### src/rtl/im_loader_if.sv
// ---------------------------------------------------------------------------
// im_loader_if
// Byte-stream input, instruction-memory write port and processor control
// signals shared by the program loader and whatever drives or observes it.
// Revision: 1.0
// ---------------------------------------------------------------------------
`default_nettype none

interface im_loader_if #(
  parameter int ADDR_W = 8,
  parameter int DATA_W = 8
);
  logic              start;
  logic              byte_valid;
  logic [7:0]        byte_data;
  logic              byte_ready;
  logic              im_we;
  logic [ADDR_W-1:0] im_waddr;
  logic [DATA_W-1:0] im_wdata;
  logic              cpu_hold;
  logic              done;
  logic              err;

  // Stream source / system controller side
  modport master (
    output start, byte_valid, byte_data,
    input  byte_ready, im_we, im_waddr, im_wdata, cpu_hold, done, err
  );

  // Loader side
  modport slave (
    input  start, byte_valid, byte_data,
    output byte_ready, im_we, im_waddr, im_wdata, cpu_hold, done, err
  );
endinterface

`default_nettype wire

### src/rtl/im_loader.sv
// ---------------------------------------------------------------------------
// im_loader
// Accepts a length / payload / checksum byte stream and writes the payload
// into the instruction memory at consecutive addresses starting at
// BASE_ADDR. The processor is held until a load finishes with a matching
// checksum.
// Revision: 1.0
// ---------------------------------------------------------------------------
`default_nettype none

module im_loader #(
  parameter int         IM_ADDR_W_m1 = 7,
  parameter int         IM_DATA_W_m1 = 7,
  parameter logic [7:0] BASE_ADDR    = 8'h00
) (
  input wire logic    clk,
  input wire logic    rst_n,
  im_loader_if.slave  ldr
);

  typedef enum logic [2:0] {
    S_IDLE = 3'd0,
    S_LEN  = 3'd1,
    S_DATA = 3'd2,
    S_CSUM = 3'd3,
    S_DONE = 3'd4,
    S_ERR  = 3'd5
  } state_t;

  state_t                r_state;
  logic [8:0]            r_remaining;
  logic [7:0]            r_index;
  logic [7:0]            r_sum;
  logic                  r_byte_ready;
  logic                  r_im_we;
  logic [IM_ADDR_W_m1:0] r_im_waddr;
  logic [IM_DATA_W_m1:0] r_im_wdata;
  logic                  r_cpu_hold;
  logic                  r_done;
  logic                  r_err;

  logic                  w_accept;
  logic [7:0]            w_addr8;

  // byte_ready is registered and high only in LEN/DATA/CSUM, so it doubles
  // as the "state accepts bytes" qualifier.
  assign w_accept = ldr.byte_valid & r_byte_ready;
  // 8-bit add gives the modulo-256 address wrap for free.
  assign w_addr8  = BASE_ADDR + r_index;

  // Loader FSM with all outputs registered; start overrides everything,
  // including a byte presented on the same edge.
  always_ff @(posedge clk or negedge rst_n) begin
    if (!rst_n) begin
      r_state      <= S_IDLE;
      r_remaining  <= 9'd0;
      r_index      <= 8'd0;
      r_sum        <= 8'd0;
      r_byte_ready <= 1'b0;
      r_im_we      <= 1'b0;
      r_im_waddr   <= '0;
      r_im_wdata   <= '0;
      r_cpu_hold   <= 1'b1;
      r_done       <= 1'b0;
      r_err        <= 1'b0;
    end else begin
      r_im_we <= 1'b0;
      if (ldr.start) begin
        r_state      <= S_LEN;
        r_remaining  <= 9'd0;
        r_index      <= 8'd0;
        r_sum        <= 8'd0;
        r_byte_ready <= 1'b1;
        r_cpu_hold   <= 1'b1;
        r_done       <= 1'b0;
        r_err        <= 1'b0;
      end else begin
        case (r_state)
          S_LEN: begin
            if (w_accept) begin
              // A zero length byte encodes a full 256-byte image
              r_remaining <= (ldr.byte_data == 8'd0) ? 9'd256 : {1'b0, ldr.byte_data};
              r_state     <= S_DATA;
            end
          end
          S_DATA: begin
            if (w_accept) begin
              r_im_we     <= 1'b1;
              r_im_waddr  <= (IM_ADDR_W_m1 + 1)'(w_addr8);
              r_im_wdata  <= (IM_DATA_W_m1 + 1)'(ldr.byte_data);
              r_index     <= r_index + 8'd1;
              r_sum       <= r_sum + ldr.byte_data;
              r_remaining <= r_remaining - 9'd1;
              if (r_remaining == 9'd1) begin
                r_state <= S_CSUM;
              end
            end
          end
          S_CSUM: begin
            if (w_accept) begin
              r_byte_ready <= 1'b0;
              if (ldr.byte_data == r_sum) begin
                r_state    <= S_DONE;
                r_done     <= 1'b1;
                r_cpu_hold <= 1'b0;
              end else begin
                r_state    <= S_ERR;
                r_err      <= 1'b1;
                r_cpu_hold <= 1'b1;
              end
            end
          end
          S_IDLE, S_DONE, S_ERR: begin
            // Terminal/idle states wait for start; stream bytes are ignored
            r_byte_ready <= 1'b0;
          end
          default: begin
            r_state      <= S_IDLE;
            r_byte_ready <= 1'b0;
            r_cpu_hold   <= 1'b1;
            r_done       <= 1'b0;
            r_err        <= 1'b0;
          end
        endcase
      end
    end
  end

  assign ldr.byte_ready = r_byte_ready;
  assign ldr.im_we      = r_im_we;
  assign ldr.im_waddr   = r_im_waddr;
  assign ldr.im_wdata   = r_im_wdata;
  assign ldr.cpu_hold   = r_cpu_hold;
  assign ldr.done       = r_done;
  assign ldr.err        = r_err;

endmodule

`default_nettype wire

### src/flat_wrapper.sv
// flat-port wrapper written by rule: the top's interface ports become plain ports
module im_loader_flat 
#(
  parameter int         IM_ADDR_W_m1 = 7,
  parameter int         IM_DATA_W_m1 = 7,
  parameter logic [7:0] BASE_ADDR    = 8'h00
)
  (clk, rst_n, ldr_start, ldr_byte_valid, ldr_byte_data, ldr_byte_ready, ldr_im_we, ldr_im_waddr, ldr_im_wdata, ldr_cpu_hold, ldr_done, ldr_err);
  im_loader_if #(.ADDR_W(8), .DATA_W(8)) ldr_i ();
  input wire logic clk;
  input wire logic rst_n;
  input wire logic [$bits(ldr_i.start)-1:0] ldr_start;
  input wire logic [$bits(ldr_i.byte_valid)-1:0] ldr_byte_valid;
  input wire logic [$bits(ldr_i.byte_data)-1:0] ldr_byte_data;
  output wire logic [$bits(ldr_i.byte_ready)-1:0] ldr_byte_ready;
  output wire logic [$bits(ldr_i.im_we)-1:0] ldr_im_we;
  output wire logic [$bits(ldr_i.im_waddr)-1:0] ldr_im_waddr;
  output wire logic [$bits(ldr_i.im_wdata)-1:0] ldr_im_wdata;
  output wire logic [$bits(ldr_i.cpu_hold)-1:0] ldr_cpu_hold;
  output wire logic [$bits(ldr_i.done)-1:0] ldr_done;
  output wire logic [$bits(ldr_i.err)-1:0] ldr_err;
  assign ldr_i.start = ldr_start;
  assign ldr_i.byte_valid = ldr_byte_valid;
  assign ldr_i.byte_data = ldr_byte_data;
  assign ldr_byte_ready = ldr_i.byte_ready;
  assign ldr_im_we = ldr_i.im_we;
  assign ldr_im_waddr = ldr_i.im_waddr;
  assign ldr_im_wdata = ldr_i.im_wdata;
  assign ldr_cpu_hold = ldr_i.cpu_hold;
  assign ldr_done = ldr_i.done;
  assign ldr_err = ldr_i.err;
  im_loader #(.IM_ADDR_W_m1(IM_ADDR_W_m1), .IM_DATA_W_m1(IM_DATA_W_m1), .BASE_ADDR(BASE_ADDR)) u_core (.clk(clk), .rst_n(rst_n), .ldr(ldr_i));
endmodule
### config.mk
export PLATFORM = sky130hd
export DESIGN_NAME = im_loader_flat
export DESIGN_NICKNAME = d
export VERILOG_FILES = /design/src/rtl/im_loader_if.sv /design/src/rtl/im_loader.sv /design/src/flat_wrapper.sv
export SDC_FILE = /design/constraint.sdc
export NUM_CORES = 1
export LEC_CHECK = 0
export ABC_AREA = 1
export CAP_MARGIN = 20
export CORE_MARGIN = 8
export CORE_UTILIZATION = 56
export DETAILED_ROUTE_END_ITERATION = 10
export PLACE_DENSITY_LB_ADDON = 0.25
export SLEW_MARGIN = 15
export SYNTH_ARGS = -nofsm -noshare
export SYNTH_HDL_FRONTEND = slang
export SYNTH_SLANG_ARGS = --single-unit
### constraint.sdc
create_clock -name clk -period 1.95 [get_ports clk]
set_input_delay 0.39 -clock clk [delete_from_list [all_inputs] [get_ports clk]]
set_output_delay 0.39 -clock clk [all_outputs]
set_load 0.005 [all_outputs]
# After elaboration in Yosys (flattened, before gate mapping)
# Cells that the tools add are included.
# totals
mem_bits_ro	0
in_bits	12
output_inout_bits	21
mem_count	0
register_bits	49
ramBits	0
word_cells	84
latch_bits	0
# classes
n_eq_ne	16
bitwise	2
n_shift	0
n_mux	36
n_reduce_logical	16
magnitude_cmp	0
n_addsub	3
multipliers	0
n_div	0
# ops
operator	n
2-to-1 mux 8 bit	6
2-to-1 mux 9 bit	4
one-hot mux 9 bit (2 select lines)	1
2-to-1 mux 1 bit	15
2-to-1 mux 3 bit	5
!= test 3 x 2 -> 1 bit (second input constant)	5
one-hot mux 3 bit (4 select lines)	1
AND reduction 3 bit	4
equality test 9 x 1 -> 1 bit (second input constant)	1
subtractor 9 x 1 -> 9 bit (second input constant)	1
adder 8 x 1 -> 8 bit (second input constant)	1
adder 8 bit	1
equality test 8 bit	1
zero test 8 bit	1
one-hot mux 1 bit (2 select lines)	4
equality test 3 x 2 -> 1 bit (second input constant)	2
equality test 3 bit (second input constant)	2
AND reduction 2 bit	3
AND reduction 5 bit	1
OR reduction 5 bit	1
!= test 2 x 1 -> 1 bit (second input constant)	2
nonzero test 2 bit	2
equality test 3 x 1 -> 1 bit (second input constant)	1
zero test 3 bit	1
other kinds (7)	7

# Logic depth before layout (Yosys ltp)
# Gate-level depths: netlist of run 1.
# logic_depth
word_depth	5
mapped_depth	10
depth_no_buf	10

# Worst setup path before layout of run 1
# Ideal clock, no wire load.
# synth_timing
kind	input port to flip-flop
startpoint	in ldr_byte_data[3]
endpoint	reg u_core.r_state[0]
setup_time_ns	0.116
slack_ns	0.479
n_path_buf	1
stages	9
required_time_ns	1.834
arrival_ns	1.354
cell_sequence	ha_1 clkbuf_1 nor2_1 and2_1 nand3_1 nand2_1 nand3_1 nand2_1 nand2_1
# synth_between
elab_chain_len	5
# synth_rtl
item	line_no	rtl
from (decl)	flat_wrapper.sv:14	input wire logic [$bits(ldr_i.byte_data)-1:0] ldr_byte_data;
equality test 8 bit	im_loader.sv:102	if (ldr.byte_data == r_sum) begin
2-to-1 mux 1 bit	im_loader.sv:102	
2-to-1 mux 3 bit	im_loader.sv:100	if (w_accept) begin
one-hot mux 3 bit (4 select lines)	im_loader.sv:78	case (r_state)
2-to-1 mux 3 bit	im_loader.sv:68	if (ldr.start) begin
to (signal assigned)	im_loader.sv:69	r_state <= S_LEN;
to (signal assigned)	im_loader.sv:83	r_state <= S_DATA;
to (signal assigned)	im_loader.sv:103	r_state <= S_DONE;
to (decl)	im_loader.sv:30	state_t r_state;
# Every way passes these cells. The select of a mux whose other input is x is not followed.
# A chain may end at the register's enable or synchronous reset.

# Final worst setup path of run 1
# layout_timing
startpoint	in ldr_byte_data[0]
endpoint	reg u_core.r_sum[4]
# layout_between
elab_chain_len	4
# layout_rtl
item	line_no	rtl
adder 8 bit	im_loader.sv:92	r_sum <= r_sum + ldr.byte_data;
2-to-1 mux 8 bit	im_loader.sv:87	if (w_accept) begin
2-to-1 mux 8 bit	im_loader.sv:78	
2-to-1 mux 8 bit	im_loader.sv:68	
to (signal assigned)	im_loader.sv:92	
to (decl)	im_loader.sv:33	logic [7:0] r_sum;
# Every way passes these cells. The select of a mux whose other input is x is not followed.

==> results of run 1 <==
==> cell usage in the layout (no fill, tap or decap), types with 2 or more instances in the layout <==
cell type	n
nand2_1	92
dfrtp_1	48
inv_1	42
nor2_1	41
clkdlybuf4s50_1	31
nand3_1	28
o21ai_0	27
a21oi_1	14
buf_4	14
ha_1	10
nand4_1	8
o21ai_2	6
nor3_1	6
clkbuf_8	5
o22ai_1	4
inv_2	3
xnor2_1	3
nand2_2	2
a22o_1	2
o21ai_1	2
buf_12	2
==> power breakdown <==
group / switching (mW) / internal [mW] / total [mW]
Sequential: 0.177 / 1.24 / 1.42
Combinational: 0.781 / 0.569 / 1.35
Clock: 0.374 / 0.269 / 0.643
Total: 1.33 / 2.08 / 3.41
==> state kept, by name, indices dropped and copies added, names as in the netlist <==
name                   count
u_core.r_remaining         9
u_core.ldr.im_waddr        8
u_core.ldr.im_wdata        8
u_core.r_index             8
u_core.r_sum               8
u_core.r_state             3
u_core.ldr.byte_ready      1
u_core.ldr.cpu_hold        1
u_core.ldr.done            1
u_core.ldr.err             1
u_core.ldr.im_we           1
==> layout make-up <==
| type | instances | area [sq um] |
|---|---|---|
| Clock inverter | 3 | 28.8 |
| Multi-Input combinational cell | 254 | 1310 |
| Fill cell | 401 | 1410 |
| Inverter | 46 | 175 |
| Timing Repair Buffer | 48 | 460 |
| Sequential cell | 49 | 1230 |
| Tap cell | 67 | 83.8 |
| Clock buffer | 5 | 68.8 |
==> critical path: stages <==
cell and delay [ns]:
clkdlybuf4s50_1 0.45, ha_1 0.26, fa_1 0.42, nand3_1 0.11, nand3_1 0.08, nand2_1 0.07
nand2_1 0.05, o21ai_0 0.15
==> metal layers <==
metal | GRT usage | share of wire | wire length, um | vias up
li1 | - | - | - | 1254
met1 | 0.217 | 0.48 | 2920 | 1139
met2 | 0.293 | 0.46 | 2790 | 52
met3 | 0.0378 | 0.054 | 327 | 8
met4 | 0.0485 | 0.0097 | 59 | 0
met5 | 0 | 0 | 0 | -
==> kinds of logic after synthesis <==
| family | Yosys count | share of synthesized area |
|---|---|---|
| and+or+nand+nor | 181 | 0.282 |
| AOI/OAI and AO/OA | 58 | 0.124 |
| buffers and inverters | 53 | 0.0858 |
| DFF | 49 | 0.443 |
| adders and majority gates | 11 | 0.0524 |
| xor gates and xnor gates | 4 | 0.0126 |
==> worst max-delay path by stage <==
stage	from	end
floorplan	ldr_byte_data[3]	u_core.r_state[0]
global placement	ldr_byte_data[0]	u_core.r_sum[4]
detailed placement	ldr_byte_data[0]	u_core.r_sum[4]
CTS	ldr_byte_data[0]	u_core.r_sum[4]
global route	ldr_byte_data[0]	u_core.r_sum[4]
finish	ldr_byte_data[0]	u_core.r_sum[4]
==> flow_summary.toml, run 1 <==
[run_status]
outcome = "finished, final reports clean"

[sta]
tightest_slew_ns = 0.464
slew_headroom = 0.691
finalHoldViolations = 0
holdWs_ns = 0.0194
layout_setup_ws_ns = 0.194
fmax_mhz = 569
slew_violations = 0
post-route-min-period_ns = 1.76
skew_ns = 0.0136
period_share = 0.901
finalSetupTns_ns = 0
setup_viol = 0
rsz0062_at_grt = "false"

[synthesis]
ys_seq_area_frac = 0.443
synth_top_cell_by_area = "dfrtp_1"
async_reset_ff_frac = 1.00
ys.flop_type = "dfrtp_1"
syn_area_sq_mm = 0.00277
yosysTopAreaCellShare = 0.434
ys_seq_elements = 49
synth_cell_types = 33
ys_top_cells_by_area = "dfrtp_1, nand2_1, inv_1"
yosys_warnings = 0
ys_top_cells_by_count = "nand2_1, dfrtp_1, inv_1"
synth_most_common_cell = "nand2_1"
synth_nets = 379
synth_edf_count = 0
postSynthCellCount = 356
syn_avg_cell_area_sq_um = 7.78

[die]
io_pins = 33
start_util = 0.583
rows = 25
die_x_um = 86.3
die_area_sq_mm = 0.00745
coreArea_sq_mm = 0.00475
die_y_um = 86.3

[layout]
design_area_sq_mm = 0.00335
antenna_cells = 0
fin_cells = 472
synthToLayoutAreaGrowth_pct = 20.9
drive_gt1_frac = 0.106
utilization = 0.704
final_nets = 427

[setup_path]
cp_max_fo = 3
worstReg2RegStart = "u_core.r_sum[0]"
crit_path_start_kind = "primary input"
cp-end-kind = "register"
crit_type = "in -> reg"
reg2reg_depth = 7
r2r_end = "u_core.r_sum[4]"
rrSetupSlack_ns = 0.38
crit_required_ns = 2.18
crit_arrival_ns = 1.98

[power_and_ir_drop]
power.total_mw = 3.41
p_per_area_mw_per_mm2 = 1020
peakVddDrop_uv = 656
p_leak_nw = 1.64

[global_routing]
grt_pass1_wl_mm = 10.5
antenna_found_initial = 0
grtUsageTotal = 0.174
grt_pass1_vias = 2369
grt_overflow = 0
grt_max_degree = 33

[clocking]
cts_resized = 0
h-tree-depth = 2
cts_setup_buffers = 0
numCtsBuffers = 5
insertion_delay_ns = 0.31
cts_tree = "yes"
cts_max_path_buffers = 2
cts_root_buf = "clkbuf_8"
clk_pin_slew_worst_paths_ns = 0.10
clock_sink_count = 49
cts.hold.buffers_added = 0

[route]
drtIter0Drc = 169
vias = 2453
remaining_drc_errors = 0
drt-total-wl_mm = 6.10
wl_per_cell_um = 12.9
firstDrtPassIters = 4
ant_nets = 0
viasPerCell = 5.20

[placement]
dp.cells = 464
globalplace.congestion = 0.866
place_area_sq_mm = 0.00325
dp_hpwl_mm = 4.59
io_buffers = 32
place_ws_ns = -0.135

[job]
maxCapViolCount = 0

[worst_hold_path]
hold_class = "in -> async"
No activity file was read; power rests on OpenSTA's default activity.
==> run 2, diff against run 1 <==
- MAX_ROUTING_LAYER: default -> met4
- SETUP_SLACK_MARGIN: default -> 0.1
==> flow_summary.toml, run 2 (synthesized netlist as in run 1, its figures left out) <==
[run_status]
outcome = "finished, final reports clean"

[sta]
setup_viol = 0
skew_ns = 0.0116
post-route-min-period_ns = 1.73
finalSetupTns_ns = 0
fmax_mhz = 578
tightest_slew_ns = 0.476
slew_headroom = 0.683
holdWs_ns = 0.0259
period_share = 0.887
finalHoldViolations = 0
rsz0062_at_grt = "false"
slew_violations = 0

[clocking]
insertion_delay_ns = 0.31
numCtsBuffers = 5
cts_max_path_buffers = 2
h-tree-depth = 2
cts_root_buf = "clkbuf_8"
clock_sink_count = 49
clk_pin_slew_worst_paths_ns = 0.10
cts_tree = "yes"

[power_and_ir_drop]
power.total_mw = 3.41
p_per_area_mw_per_mm2 = 1020
p_leak_nw = 1.64
peakVddDrop_uv = 656

[placement]
io_buffers = 32
globalplace.congestion = 0.880
dp_hpwl_mm = 4.59

[die]
die_x_um = 86.3
io_pins = 33
coreArea_sq_mm = 0.00475
die_area_sq_mm = 0.00745
rows = 25
die_y_um = 86.3
start_util = 0.583

[setup_path]
rrSetupSlack_ns = 0.41
cp_num_cells = 1
slowest_stage = "dfstp_2"
crit_arrival_ns = 1.34
cp-end-kind = "output port"
max_stage_delay_ns = 0.54
reg2reg_depth = 7
r2r_end = "u_core.r_sum[4]"
crit_required_ns = 1.56
crit_path_start_kind = "register"
cp_max_fo = 2
crit_type = "reg -> out"
path_cells = "clkdlybuf4s50_1"
crit_family = "flip-flops"
worst-path-buf-inv = 1
worstReg2RegStart = "u_core.r_sum[0]"

[global_routing]
grt_max_degree = 33
grtUsageTotal = 0.179
antenna_found_initial = 0
grt_overflow = 0
grt_pass1_vias = 2366
grt_pass1_wl_mm = 10.5

[route]
ant_nets = 0
wl_per_cell_um = 12.9
remaining_drc_errors = 0
firstDrtPassIters = 4
drtIter0Drc = 182
vias = 2451
viasPerCell = 5.19
drt-total-wl_mm = 6.11

[layout]
synthToLayoutAreaGrowth_pct = 20.9
final_nets = 427
regMostFlops = "u_core.r_remaining"
ff_latch_area_sq_mm = 0.00123
mostFrequentLayoutCell = "nand2_1"
largest_register_ffs = 9
antenna_cells = 0
drive_gt1_frac = 0.106
multiInputGateArea_sq_mm = 0.00131
final_cell_mix = "nand2_1, dfrtp_1, inv_1, nor2_1, clkdlybuf4s50_1"
nFillCells = 401

[worst_hold_path]
hold_class = "in -> async"

[job]
maxCapViolCount = 0
-- run 2: timing repair --
item	4_1_cts	5_1_grt
hold buffers	0	0
buffers inserted	0	0
setup endpoints to repair	0	1
resized for setup	0	1
-- run 2: layer usage --
layer  up-vias  routed length [um]  track usage
met2        58                2830        0.294
met5         -                   0            -
met3         8                 272       0.0350
met4         0                  59       0.0485
met1      1133                2940        0.219
li1       1252                   -            -
-- run 2: how the worst max path moves through the flow --
stage	from	end
4_1_cts	ldr_byte_data[0]	u_core.r_sum[4]
3_3_place_gp	ldr_byte_data[0]	u_core.r_sum[4]
3_5_place_dp	ldr_byte_data[0]	u_core.r_sum[4]
5_1_grt	ldr_byte_data[0]	u_core.r_sum[4]
2_1_floorplan	ldr_byte_data[3]	u_core.r_state[0]
6_report	u_core.ldr.cpu_hold	ldr_cpu_hold
-- run 2: per-stage QoR --
| step | cell area [sq um] | util | setup slack [ns] | instances |
|---|---|---|---|---|
| after floorplan | 2770 | - | 0.479 | 356 |
| after global placement | 3250 | 0.684 | -0.0670 | 464 |
| after detailed placement | 3250 | 0.684 | -0.135 | 464 |
| after CTS | 3350 | 0.704 | 0.202 | 472 |
| after global routing | 3350 | 0.704 | 0.148 | 472 |
| final | 3350 | 0.704 | 0.220 | 472 |
-- run 2: worst reg2reg max path: stages (launching register included) --
cell	delay [ns]
dfrtp_1	0.40
ha_1	0.22
fa_1	0.42
nand3_1	0.11
nand3_1	0.08
nand2_1	0.07
nand2_1	0.06
o21ai_1	0.12
-- run 2: area by class of cell --
type | instances | area share
Multi-Input combinational cell | 254 | 0.390
Sequential cell | 49 | 0.366
Timing Repair Buffer | 48 | 0.137
Inverter | 46 | 0.0523
Tap cell | 67 | 0.0250
Clock buffer | 5 | 0.0205
Clock inverter | 3 | 0.00859
-- run 2: power by group --
part           internal [mW]  switching, mW  leakage (nW)
clock network          0.269          0.373        0.0506
logic                  0.569          0.782         0.938
registers               1.24          0.176         0.652
==> run 3, diff against run 2 <==
- clock period: 1.95 -> 1.6 ns (I/O delays scaled with it)
==> flow_summary.toml, run 3 (synthesized netlist as in run 1, its figures left out) <==
[die]
die_area_sq_mm = 0.00745
start_util = 0.583
coreArea_sq_mm = 0.00475
die_y_um = 86.3
die_x_um = 86.3
rows = 25
io_pins = 33

[setup_path]
worst-path-buf-inv = 0
cp_max_fo = 4
cp-end-kind = "register"
reg2reg_depth = 7
path_cells = "ha_1 > nand3_1 > nand3_2 > nand2_1 > nand3_1 > nand2_1 > o21ai_1"
max_stage_delay_ns = 0.44
crit_type = "reg -> reg"
r2r_end = "u_core.r_sum[7]"
crit_family = "simple AND/OR/NAND/NOR gates"
worstReg2RegStart = "u_core.r_sum[1]"
slowest_stage = "dfrtp_1"
crit_arrival_ns = 1.70
rrSetupSlack_ns = 0.11
crit_path_start_kind = "register"
crit_required_ns = 1.82

[sta]
tightest_slew_ns = 0.314
setup_viol = 0
period_share = 0.928
skew_ns = 0.00756
slew_violations = 0
fmax_mhz = 673
post-route-min-period_ns = 1.49
slew_headroom = 0.789
rsz0062_at_grt = "true"
finalHoldViolations = 0

[placement]
dp_hpwl_mm = 4.63
globalplace.congestion = 0.866
place_area_sq_mm = 0.00335
io_buffers = 32

[global_routing]
grtUsageTotal = 0.182
grt_max_degree = 50
grt_pass1_vias = 2419
grt_pass1_wl_mm = 10.7
antenna_found_initial = 0
grt_overflow = 0

[layout]
design_area_sq_mm = 0.00370
mostFrequentLayoutCell = "nand2_1"
synthToLayoutAreaGrowth_pct = 33.6
final_nets = 449
antenna_cells = 0
nFillCells = 351
drive_gt1_frac = 0.197
regMostFlops = "u_core.r_remaining"
final_cell_mix = "nand2_1, dfrtp_1, nor2_1, inv_1, buf_4"
largest_register_ffs = 9

[power_and_ir_drop]
power.total_mw = 4.53
p_leak_nw = 2.05
peakVddDrop_uv = 890
p_per_area_mw_per_mm2 = 1220

[clocking]
insertion_delay_ns = 0.31
clk_pin_slew_worst_paths_ns = 0.09
cts_max_path_buffers = 2
numCtsBuffers = 5
h-tree-depth = 2
cts_root_buf = "clkbuf_8"
clock_sink_count = 49
cts_tree = "yes"

[route]
drt-total-wl_mm = 6.87
vias = 2592
drtIter0Drc = 138
ant_nets = 0
wl_per_cell_um = 13.9
remaining_drc_errors = 0
firstDrtPassIters = 4
viasPerCell = 5.25

[worst_hold_path]
worstHoldPathCells = 4
hold_class = "in -> reg"
holdCritStartpoint = "ldr_byte_data[3]"
holdPathEnd = "u_core.ldr.im_wdata[3]"

[run_status]
outcome = "finished, final reports clean"

[job]
maxCapViolCount = 0
==> run 3: area by class of cell <==
class,instances,area (sq um),share of cell area
Inverter,46,175,0.0473
Clock inverter,2,37.5,0.0101
Clock buffer,6,82.6,0.0223
Multi-Input combinational cell,254,1410,0.382
Tap cell,67,83.8,0.0226
Timing Repair Buffer,70,681,0.184
Sequential cell,49,1230,0.332
==> run 3: power by group <==
group	switching (mW)	internal (mW)	total [mW]
clock network	0.429	0.509	0.937
logic	1.04	0.802	1.85
registers	0.229	1.52	1.75
total	1.70	2.83	4.53
==> run 3: metrics by stage <==
step	util	hold WS (ns)	TNS, ns	setup slack, ns	std cells
2_1_floorplan	-	0.0244	0	0.167	356
3_3_place_gp	0.706	0.332	-4.16	-0.372	476
3_5_place_dp	0.706	0.330	-5.21	-0.437	476
4_1_cts	0.742	0.476	0	0.0536	487
5_1_grt	0.779	0.474	0	0.0362	494
6_report	0.779	0.470	0	0.115	494
==> run 3: what timing repair did <==
item                                   4_1_cts  5_1_grt
endpoints found under the hold margin       32        0
pin swaps                                    4        7
resized for setup                           12       40
buffers inserted                             2        7
hold buffers                                 1        0
setup endpoints to repair                   14       40
==> run 3: worst max-delay path by stage <==
stage	cells past startpoint	start	end	slack [ns]
floorplan	7	u_core.r_sum[0]	u_core.r_sum[4]	0.17
global placement	8	ldr_byte_data[0]	u_core.r_sum[4]	-0.37
detailed placement	8	ldr_byte_data[0]	u_core.r_sum[4]	-0.44
CTS	7	u_core.r_sum[0]	u_core.r_sum[4]	0.05
global route	8	u_core.r_sum[4]	u_core.r_state[0]	0.04
finish	7	u_core.r_sum[1]	u_core.r_sum[7]	0.11
==> run 3: routing by layer <==
layer,vias to the layer above,global-route usage,share of wire
met5,-,-,0
met4,0,0.0563,0.016
met3,13,0.0359,0.037
met2,65,0.299,0.49
met1,1214,0.220,0.46
li1,1300,-,-
==> run 3: tightest hold or removal path, cell delays in order <==
cell	delay, ns
dlymetal6s2s_1	0.15
buf_4	0.16
nand2_1	0.05
nand2_1	0.06
